**src/rtl/pipe_stage_buffer_pkg.sv**
```systemverilog
// Shared pipeline definitions: default field widths and control-bit positions used by
// every inter-stage buffer.
package pipe_stage_buffer_pkg;

   localparam int unsigned PSB_DATA_WIDTH  = 32;
   localparam int unsigned PSB_CTRL_WIDTH  = 2;
   localparam int unsigned REG_INDEX_WIDTH = 4;
   localparam int unsigned ALU_OP_WIDTH    = 5;
   localparam int unsigned MUX_SEL_WIDTH   = 2;

   // Control-bit positions inside the ctrl field.
   localparam int unsigned CTRL_MEM_WE = 0;
   localparam int unsigned CTRL_RF_WE  = 1;

   function automatic logic [1:0] occ_count(input logic main_v, input logic skid_v);
      return {1'b0, main_v} + {1'b0, skid_v};
   endfunction

endpackage

```
**src/rtl/pipe_stage_buffer_if.sv**
```systemverilog
// Valid/ready handshake bundle between an upstream stage, the buffer and a downstream stage.
interface pipe_stage_buffer_if
   import pipe_stage_buffer_pkg::*;
#(
   parameter int unsigned DATA_WIDTH = PSB_DATA_WIDTH,
   parameter int unsigned CTRL_WIDTH = PSB_CTRL_WIDTH
);
   logic                  in_valid;
   logic                  in_ready;
   logic [DATA_WIDTH-1:0] in_data;
   logic [CTRL_WIDTH-1:0] in_ctrl;
   logic                  out_valid;
   logic                  out_ready;
   logic [DATA_WIDTH-1:0] out_data;
   logic [CTRL_WIDTH-1:0] out_ctrl;
   logic [1:0]            occupancy;

   modport master (
      output in_valid, in_data, in_ctrl, out_ready,
      input  in_ready, out_valid, out_data, out_ctrl, occupancy
   );

   modport slave (
      input  in_valid, in_data, in_ctrl, out_ready,
      output in_ready, out_valid, out_data, out_ctrl, occupancy
   );

endinterface

```
**src/rtl/pipe_entry_reg.sv**
```systemverilog
// One pipeline entry: valid flag plus payload and ctrl with load enable and clear.
// Clear wins over load; ctrl reads zero whenever the entry is invalid.
module pipe_entry_reg #(
   parameter int unsigned DATA_WIDTH = 32,
   parameter int unsigned CTRL_WIDTH = 2
) (
   input  logic                  clk_i,
   input  logic                  rst_ni,
   input  logic                  clr_i,
   input  logic                  load_i,
   input  logic [DATA_WIDTH-1:0] data_i,
   input  logic [CTRL_WIDTH-1:0] ctrl_i,
   output logic                  valid_o,
   output logic [DATA_WIDTH-1:0] data_o,
   output logic [CTRL_WIDTH-1:0] ctrl_o
);

   logic                  valid_q, valid_d;
   logic [DATA_WIDTH-1:0] data_q;
   logic [CTRL_WIDTH-1:0] ctrl_q;

   always_comb begin
      valid_d = valid_q;
      if (clr_i) begin
         valid_d = 1'b0;
      end else if (load_i) begin
         valid_d = 1'b1;
      end
   end

   always_ff @(posedge clk_i or negedge rst_ni) begin
      if (!rst_ni) begin
         valid_q <= 1'b0;
         data_q  <= '0;
         ctrl_q  <= '0;
      end else begin
         valid_q <= valid_d;
         if (load_i) begin
            data_q <= data_i;
            ctrl_q <= ctrl_i;
         end
      end
   end

   assign valid_o = valid_q;
   assign data_o  = data_q;
   assign ctrl_o  = valid_q ? ctrl_q : '0;

endmodule

```
**src/rtl/pipe_stage_buffer.sv**
```systemverilog
// Parametrised inter-stage pipeline register with flush and optional 2-entry skid mode
// that registers in_ready.
module pipe_stage_buffer
   import pipe_stage_buffer_pkg::*;
#(
   parameter int unsigned DATA_WIDTH = PSB_DATA_WIDTH,
   parameter int unsigned CTRL_WIDTH = PSB_CTRL_WIDTH,
   parameter bit          SKID_EN    = 1'b1
) (
   input logic                clk,
   input logic                reset,
   input logic                flush,
   pipe_stage_buffer_if.slave bus
);

   logic                  in_ready;
   logic                  pop, xfer;
   logic                  main_v, main_load, main_clr;
   logic [DATA_WIDTH-1:0] main_data, main_din;
   logic [CTRL_WIDTH-1:0] main_ctrl, main_cin;
   logic                  skid_v, skid_load, skid_clr;
   logic                  main_v_nxt, skid_v_nxt;
   logic [1:0]            occ_q, occ_d;

   assign pop  = main_v & bus.out_ready;
   assign xfer = bus.in_valid & in_ready;

   pipe_entry_reg #(
      .DATA_WIDTH (DATA_WIDTH),
      .CTRL_WIDTH (CTRL_WIDTH)
   ) u_main (
      .clk_i   (clk),
      .rst_ni  (reset),
      .clr_i   (main_clr),
      .load_i  (main_load),
      .data_i  (main_din),
      .ctrl_i  (main_cin),
      .valid_o (main_v),
      .data_o  (main_data),
      .ctrl_o  (main_ctrl)
   );

   if (SKID_EN) begin : g_skid
      logic [DATA_WIDTH-1:0] skid_data;
      logic [CTRL_WIDTH-1:0] skid_ctrl;

      // in_ready comes straight from the skid valid flop, so there is no ready path.
      assign in_ready  = !skid_v;
      assign main_load = skid_v ? pop : (xfer && (!main_v || pop));
      assign main_din  = skid_v ? skid_data : bus.in_data;
      assign main_cin  = skid_v ? skid_ctrl : bus.in_ctrl;
      assign main_clr  = flush || (pop && !main_load);
      assign skid_load = xfer && main_v && !pop;
      assign skid_clr  = flush || (pop && skid_v);

      pipe_entry_reg #(
         .DATA_WIDTH (DATA_WIDTH),
         .CTRL_WIDTH (CTRL_WIDTH)
      ) u_skid (
         .clk_i   (clk),
         .rst_ni  (reset),
         .clr_i   (skid_clr),
         .load_i  (skid_load),
         .data_i  (bus.in_data),
         .ctrl_i  (bus.in_ctrl),
         .valid_o (skid_v),
         .data_o  (skid_data),
         .ctrl_o  (skid_ctrl)
      );
   end else begin : g_no_skid
      assign in_ready  = !main_v || bus.out_ready;
      assign main_load = xfer;
      assign main_din  = bus.in_data;
      assign main_cin  = bus.in_ctrl;
      assign main_clr  = flush || (pop && !xfer);
      assign skid_load = 1'b0;
      assign skid_clr  = 1'b0;
      assign skid_v    = 1'b0;
   end

   // Mirror the entry registers' next-state so occupancy is itself a flop.
   always_comb begin
      main_v_nxt = main_v;
      if (main_clr) begin
         main_v_nxt = 1'b0;
      end else if (main_load) begin
         main_v_nxt = 1'b1;
      end
      skid_v_nxt = skid_v;
      if (skid_clr) begin
         skid_v_nxt = 1'b0;
      end else if (skid_load) begin
         skid_v_nxt = 1'b1;
      end
      occ_d = occ_count(main_v_nxt, skid_v_nxt);
   end

   always_ff @(posedge clk or negedge reset) begin
      if (!reset) begin
         occ_q <= 2'd0;
      end else begin
         occ_q <= occ_d;
      end
   end

   assign bus.in_ready  = in_ready;
   assign bus.out_valid = main_v;
   assign bus.out_data  = main_data;
   assign bus.out_ctrl  = main_ctrl;
   assign bus.occupancy = occ_q;

endmodule

```
**src/flat_wrapper.sv**
```systemverilog
// flat-port wrapper written by rule: the top's interface ports become plain ports
module pipe_stage_buffer_flat import pipe_stage_buffer_pkg::*;
#(
   parameter int unsigned DATA_WIDTH = PSB_DATA_WIDTH,
   parameter int unsigned CTRL_WIDTH = PSB_CTRL_WIDTH,
   parameter bit          SKID_EN    = 1'b1
)
  (clk, reset, flush, bus_in_valid, bus_in_data, bus_in_ctrl, bus_out_ready, bus_in_ready, bus_out_valid, bus_out_data, bus_out_ctrl, bus_occupancy);
  pipe_stage_buffer_if #(.DATA_WIDTH(DATA_WIDTH), .CTRL_WIDTH(CTRL_WIDTH)) bus_i ();
  input logic clk;
  input logic reset;
  input logic flush;
  input wire logic [$bits(bus_i.in_valid)-1:0] bus_in_valid;
  input wire logic [$bits(bus_i.in_data)-1:0] bus_in_data;
  input wire logic [$bits(bus_i.in_ctrl)-1:0] bus_in_ctrl;
  input wire logic [$bits(bus_i.out_ready)-1:0] bus_out_ready;
  output wire logic [$bits(bus_i.in_ready)-1:0] bus_in_ready;
  output wire logic [$bits(bus_i.out_valid)-1:0] bus_out_valid;
  output wire logic [$bits(bus_i.out_data)-1:0] bus_out_data;
  output wire logic [$bits(bus_i.out_ctrl)-1:0] bus_out_ctrl;
  output wire logic [$bits(bus_i.occupancy)-1:0] bus_occupancy;
  assign bus_i.in_valid = bus_in_valid;
  assign bus_i.in_data = bus_in_data;
  assign bus_i.in_ctrl = bus_in_ctrl;
  assign bus_i.out_ready = bus_out_ready;
  assign bus_in_ready = bus_i.in_ready;
  assign bus_out_valid = bus_i.out_valid;
  assign bus_out_data = bus_i.out_data;
  assign bus_out_ctrl = bus_i.out_ctrl;
  assign bus_occupancy = bus_i.occupancy;
  pipe_stage_buffer #(.DATA_WIDTH(DATA_WIDTH), .CTRL_WIDTH(CTRL_WIDTH), .SKID_EN(SKID_EN)) u_core (.clk(clk), .reset(reset), .flush(flush), .bus(bus_i));
endmodule
```
**config.mk**
```make
export PLATFORM = sky130hd
export DESIGN_NAME = pipe_stage_buffer_flat
export DESIGN_NICKNAME = d
export VERILOG_FILES = /design/src/rtl/pipe_stage_buffer_pkg.sv /design/src/rtl/pipe_stage_buffer_if.sv /design/src/rtl/pipe_entry_reg.sv /design/src/rtl/pipe_stage_buffer.sv /design/src/flat_wrapper.sv
export SDC_FILE = /design/constraint.sdc
export NUM_CORES = 1
export LEC_CHECK = 0
export BUFFER_PORTS_ARGS = -buffer_cell sky130_fd_sc_hd__buf_2
export CORE_MARGIN = 2
export CORE_UTILIZATION = 55
export CTS_BUF_LIST = sky130_fd_sc_hd__clkbuf_4
export DETAILED_ROUTE_END_ITERATION = 6
export PLACE_DENSITY = 0.94
export SETUP_SLACK_MARGIN = 0.5
export SLEW_MARGIN = 25
export SYNTH_ARGS = -nofsm -noshare
export SYNTH_HDL_FRONTEND = slang
export SYNTH_SLANG_ARGS = --single-unit
```
**constraint.sdc**
```tcl
create_clock -name clk -period 2.03 [get_ports clk]
set_input_delay 0.5075 -clock clk [delete_from_list [all_inputs] [get_ports clk]]
set_output_delay 0.5075 -clock clk [all_outputs]
set_load 0.02 [all_outputs]
```
==> key figures <==
Run status
  – Status: finished clean

Finish
  – Fillers: 368
  – Multi-input gate area: 0.001272 mm²
  – Ant diodes: 0
  – Layout cells sized above 1: 72.60%
  – Final cell count without fillers: 364
  – Post-layout util: 71.39%
  – Finished layout cell area: 0.003931 mm²
  – Layout area overhead: 25.03%
  – Register area: 0.001804 mm²
  – Fin nets: 327

Worst setup path
  – Setup crit end kind: flip-flop
  – Setup crit end: u_core.g_skid.u_skid.data_o[21]
  – RR Endpoint: u_core.g_skid.u_skid.data_o[21]
  – R2R Setup Slk: 0.32 ns
  – R2R depth: 5
  – Worst EP arrival: 2.00 ns
  – Crit path cell chain: buf_4 -> nand2b_4 -> nor3b_4 -> buf_12 -> mux2_2
  – FF-to-FF Start: u_core.g_skid.u_skid.valid_o
  – Slowest cell on crit path: dfrtp_2
  – Kind of critical path: flip-flop to flip-flop
  – Worst EP required: 2.32 ns
  – Worst setup startpoint: u_core.g_skid.u_skid.valid_o
  – CP peak stage delay: 0.44 ns
  – Startpoint Class: flip-flop
  – Critical Path Fanout Max: 34

Routing
  – Drt via density: 5.286
  – First-pass DRT Iterations: 3
  – Remaining DRCs: 0
  – Per-cell routed wire length: 16.87 µm
  – Final WL: 6140 µm
  – Routed Antenna Nets: 0
  – Vias: 1924
  – DRC marker count from the first detailed-route iteration: 112

Placed design
  – Placed Area: 0.003626 mm²
  – Port-buffer cells: 76
  – Setup WS pre-CTS: 0.3377 ns
  – Final estimated routing congestion in global placement: 0.6961
  – Dpl cells: 340
  – Hpwl dp: 3856 µm

Synth
  – Synth Register Bits: 72
  – Post-synth top cells: mux2_2, dfrtp_1, buf_6, buf_2
  – Seq/Total Area, Yosys: 57.30%
  – Net Count, Synth: 237
  – Top_reg_cell synth: dfrtp_1
  – Count leader, synth: mux2_2
  – Top-area cell type share of the netlist area: 57.30%
  – Largest area contributor in the netlist: dfrtp_1
  – Post-synthesis cell area: 0.003144 mm²
  – Ys Warns: 0
  – Post-synthesis instance total: 197
  – Area contributors post-synth: dfrtp_1, mux2_2, buf_6
  – Post-synth EDFFs: 0
  – Netlist cell types: 14
  – FFs w/ async S/R, synth: 100.0%
  – Synth Area per Inst: 15.96 µm²

Power and ir drop
  – Pwr Total: 3.786 mW
  – Part of the power in combinational logic: 26.2%
  – Cell internal pwr: 2.691 mW
  – Leak pwr: 1.806 nW
  – Share of power burned in registers: 50.9%
  – VDD IR max: 555.3 µV
  – Sw Ratio: 28.92%
  – Cell area power density: 963.1 mW/mm²
  – Clock share of power: 22.9%
  – Sw Pwr: 1.095 mW

Clocking
  – Root buffer cell: clkbuf_4
  – Num CTS Buffers: 9
  – H-tree levels: 3
  – Clock tree buffer depth: 2
  – Clock transition at path regs: 0.11 ns
  – Clock Latency Late Sink: 0.40 ns
  – Hold-fix buffers, CTS: 0
  – CTS tree: yes
  – CTS Sinks: 72

STA
  – Hold Slack: 0.1010 ns
  – RSZ-0062 raised after global routing: yes
  – Fin crit period: 1.708 ns
  – Slew Viols, Final: 0
  – Slew margin rel.: 75.13%
  – Endpoints failing setup: 0
  – Worst Skew: 0.01066 ns
  – Hold Violations, Final: 0
  – Total negative slack: 0 ns
  – Fin worst setup slack: 0.3220 ns
  – Fmax: 585.5 MHz
  – Final period utilization: 84.14%
  – Worst slew pin tran: 0.3730 ns

Die
  – Die area: 0.006338 mm²
  – Rows: 27
  – Starting Density: 57.10%
  – Top Ports: 77
  – Core area: 0.005507 mm²
  – Die X: 79.61 µm
  – DIE HEIGHT: 79.61 µm

Global route
  – Wire length of the first global-routing pass: 9315 µm
  – GRT Total Usage: 19.66%
  – Largest net degree at the start of global routing: 73
  – GRT Residual Overflow: 0
  – Initial antenna violation count: 0
  – Vias in the first global route: 1992

Run
  – Max-Cap Viols: 0

Worst hold path
  – Hold Path Class: input port to asynchronous set/reset pin
## worst min-delay path by stage
stage | depth (start not counted) | to | from
2_1_floorplan | 0 | u_core.bus.occupancy[0] | reset
3_3_place_gp | 1 | u_core.g_skid.u_skid.data_o[14] | u_core.g_skid.u_skid.data_o[14]
3_5_place_dp | 1 | u_core.g_skid.u_skid.data_o[11] | u_core.g_skid.u_skid.data_o[11]
4_1_cts | 2 | u_core.g_skid.u_skid.data_o[28] | reset
5_1_grt | 2 | u_core.u_main.ctrl_q[0] | reset
6_report | 2 | u_core.g_skid.u_skid.data_o[30] | reset
## routing by layer
layer  GRT usage (%)  part of all wire, %  up-vias
li1                -                    -      894
met1           24.06                   43      967
met2           32.61                   51       50
met3           5.090                  4.0       13
met4           9.138                  2.2        0
met5               0                    0        -
## flip-flops by register name (all words and copies together) (netlist names)
signal and flops:
u_core.u_main.data_o 32, u_core.g_skid.u_skid.ctrl_q 2, u_core.u_main.ctrl_q 2, u_core.bus.occupancy 2, u_core.u_main.valid_o 1, u_core.g_skid.u_skid.data_o 32, u_core.g_skid.u_skid.valid_o 1
## layout make-up
cell class              count  area share, %
clock inverters             5          1.209
repair buffers             89          15.95
inverters                   2         0.1910
multi-input cells         113          32.37
well taps                  72          2.292
flip-flops and latches     72          45.89
clock buffers              11          2.101
## what timing repair did
item / CTS / global route
endpoints found under the hold margin: 0 / 0
resized for setup: 14 / 4
gates cloned: 0 / 5
buffers inserted: 2 / 1
pin swaps: 0 / 1
endpoints found under the setup margin: 72 / 73
## worst max-delay path: cells and delay by family, from the launching register on
family / cells / cell delay, ns
and+or+nand+nor: 2 / 0.37
DFF: 1 / 0.44
buffers and inverters: 2 / 0.41
muxes: 1 / 0.37
## placed cells by master, fill, tap and decap left out, drive strengths merged
cell type,count
ha,1
a21oi,2
and2,2
clkinv,4
nand2b,1
bufinv,1
inv,2
nor3b,1
buf,86
mux2,102
a22oi,1
a211oi,1
clkbuf,14
nand2,1
o21ai,1
dfrtp,72
## power by group through the flow
| stage | sequential [mW] | clock, mW | combinational [mW] |
|---|---|---|---|
| global placement | 1.93 | 0 | 0.888 |
| finish | 1.93 | 0.867 | 0.991 |
| floorplan | 2.08 | 0 | 0.472 |
| global route | 1.97 | 0.953 | 1.07 |
| detailed placement | 1.96 | 0 | 0.924 |
| CTS | 1.93 | 0.884 | 0.948 |
## cell families after synthesis
logic type / synth area share [%]
mux: 36.53
flops: 57.30
buf+inv: 3.024
compound gates: 1.114
simple gates: 1.631
fa+ha+maj: 0.3979
No activity file was read; power rests on OpenSTA's default activity.
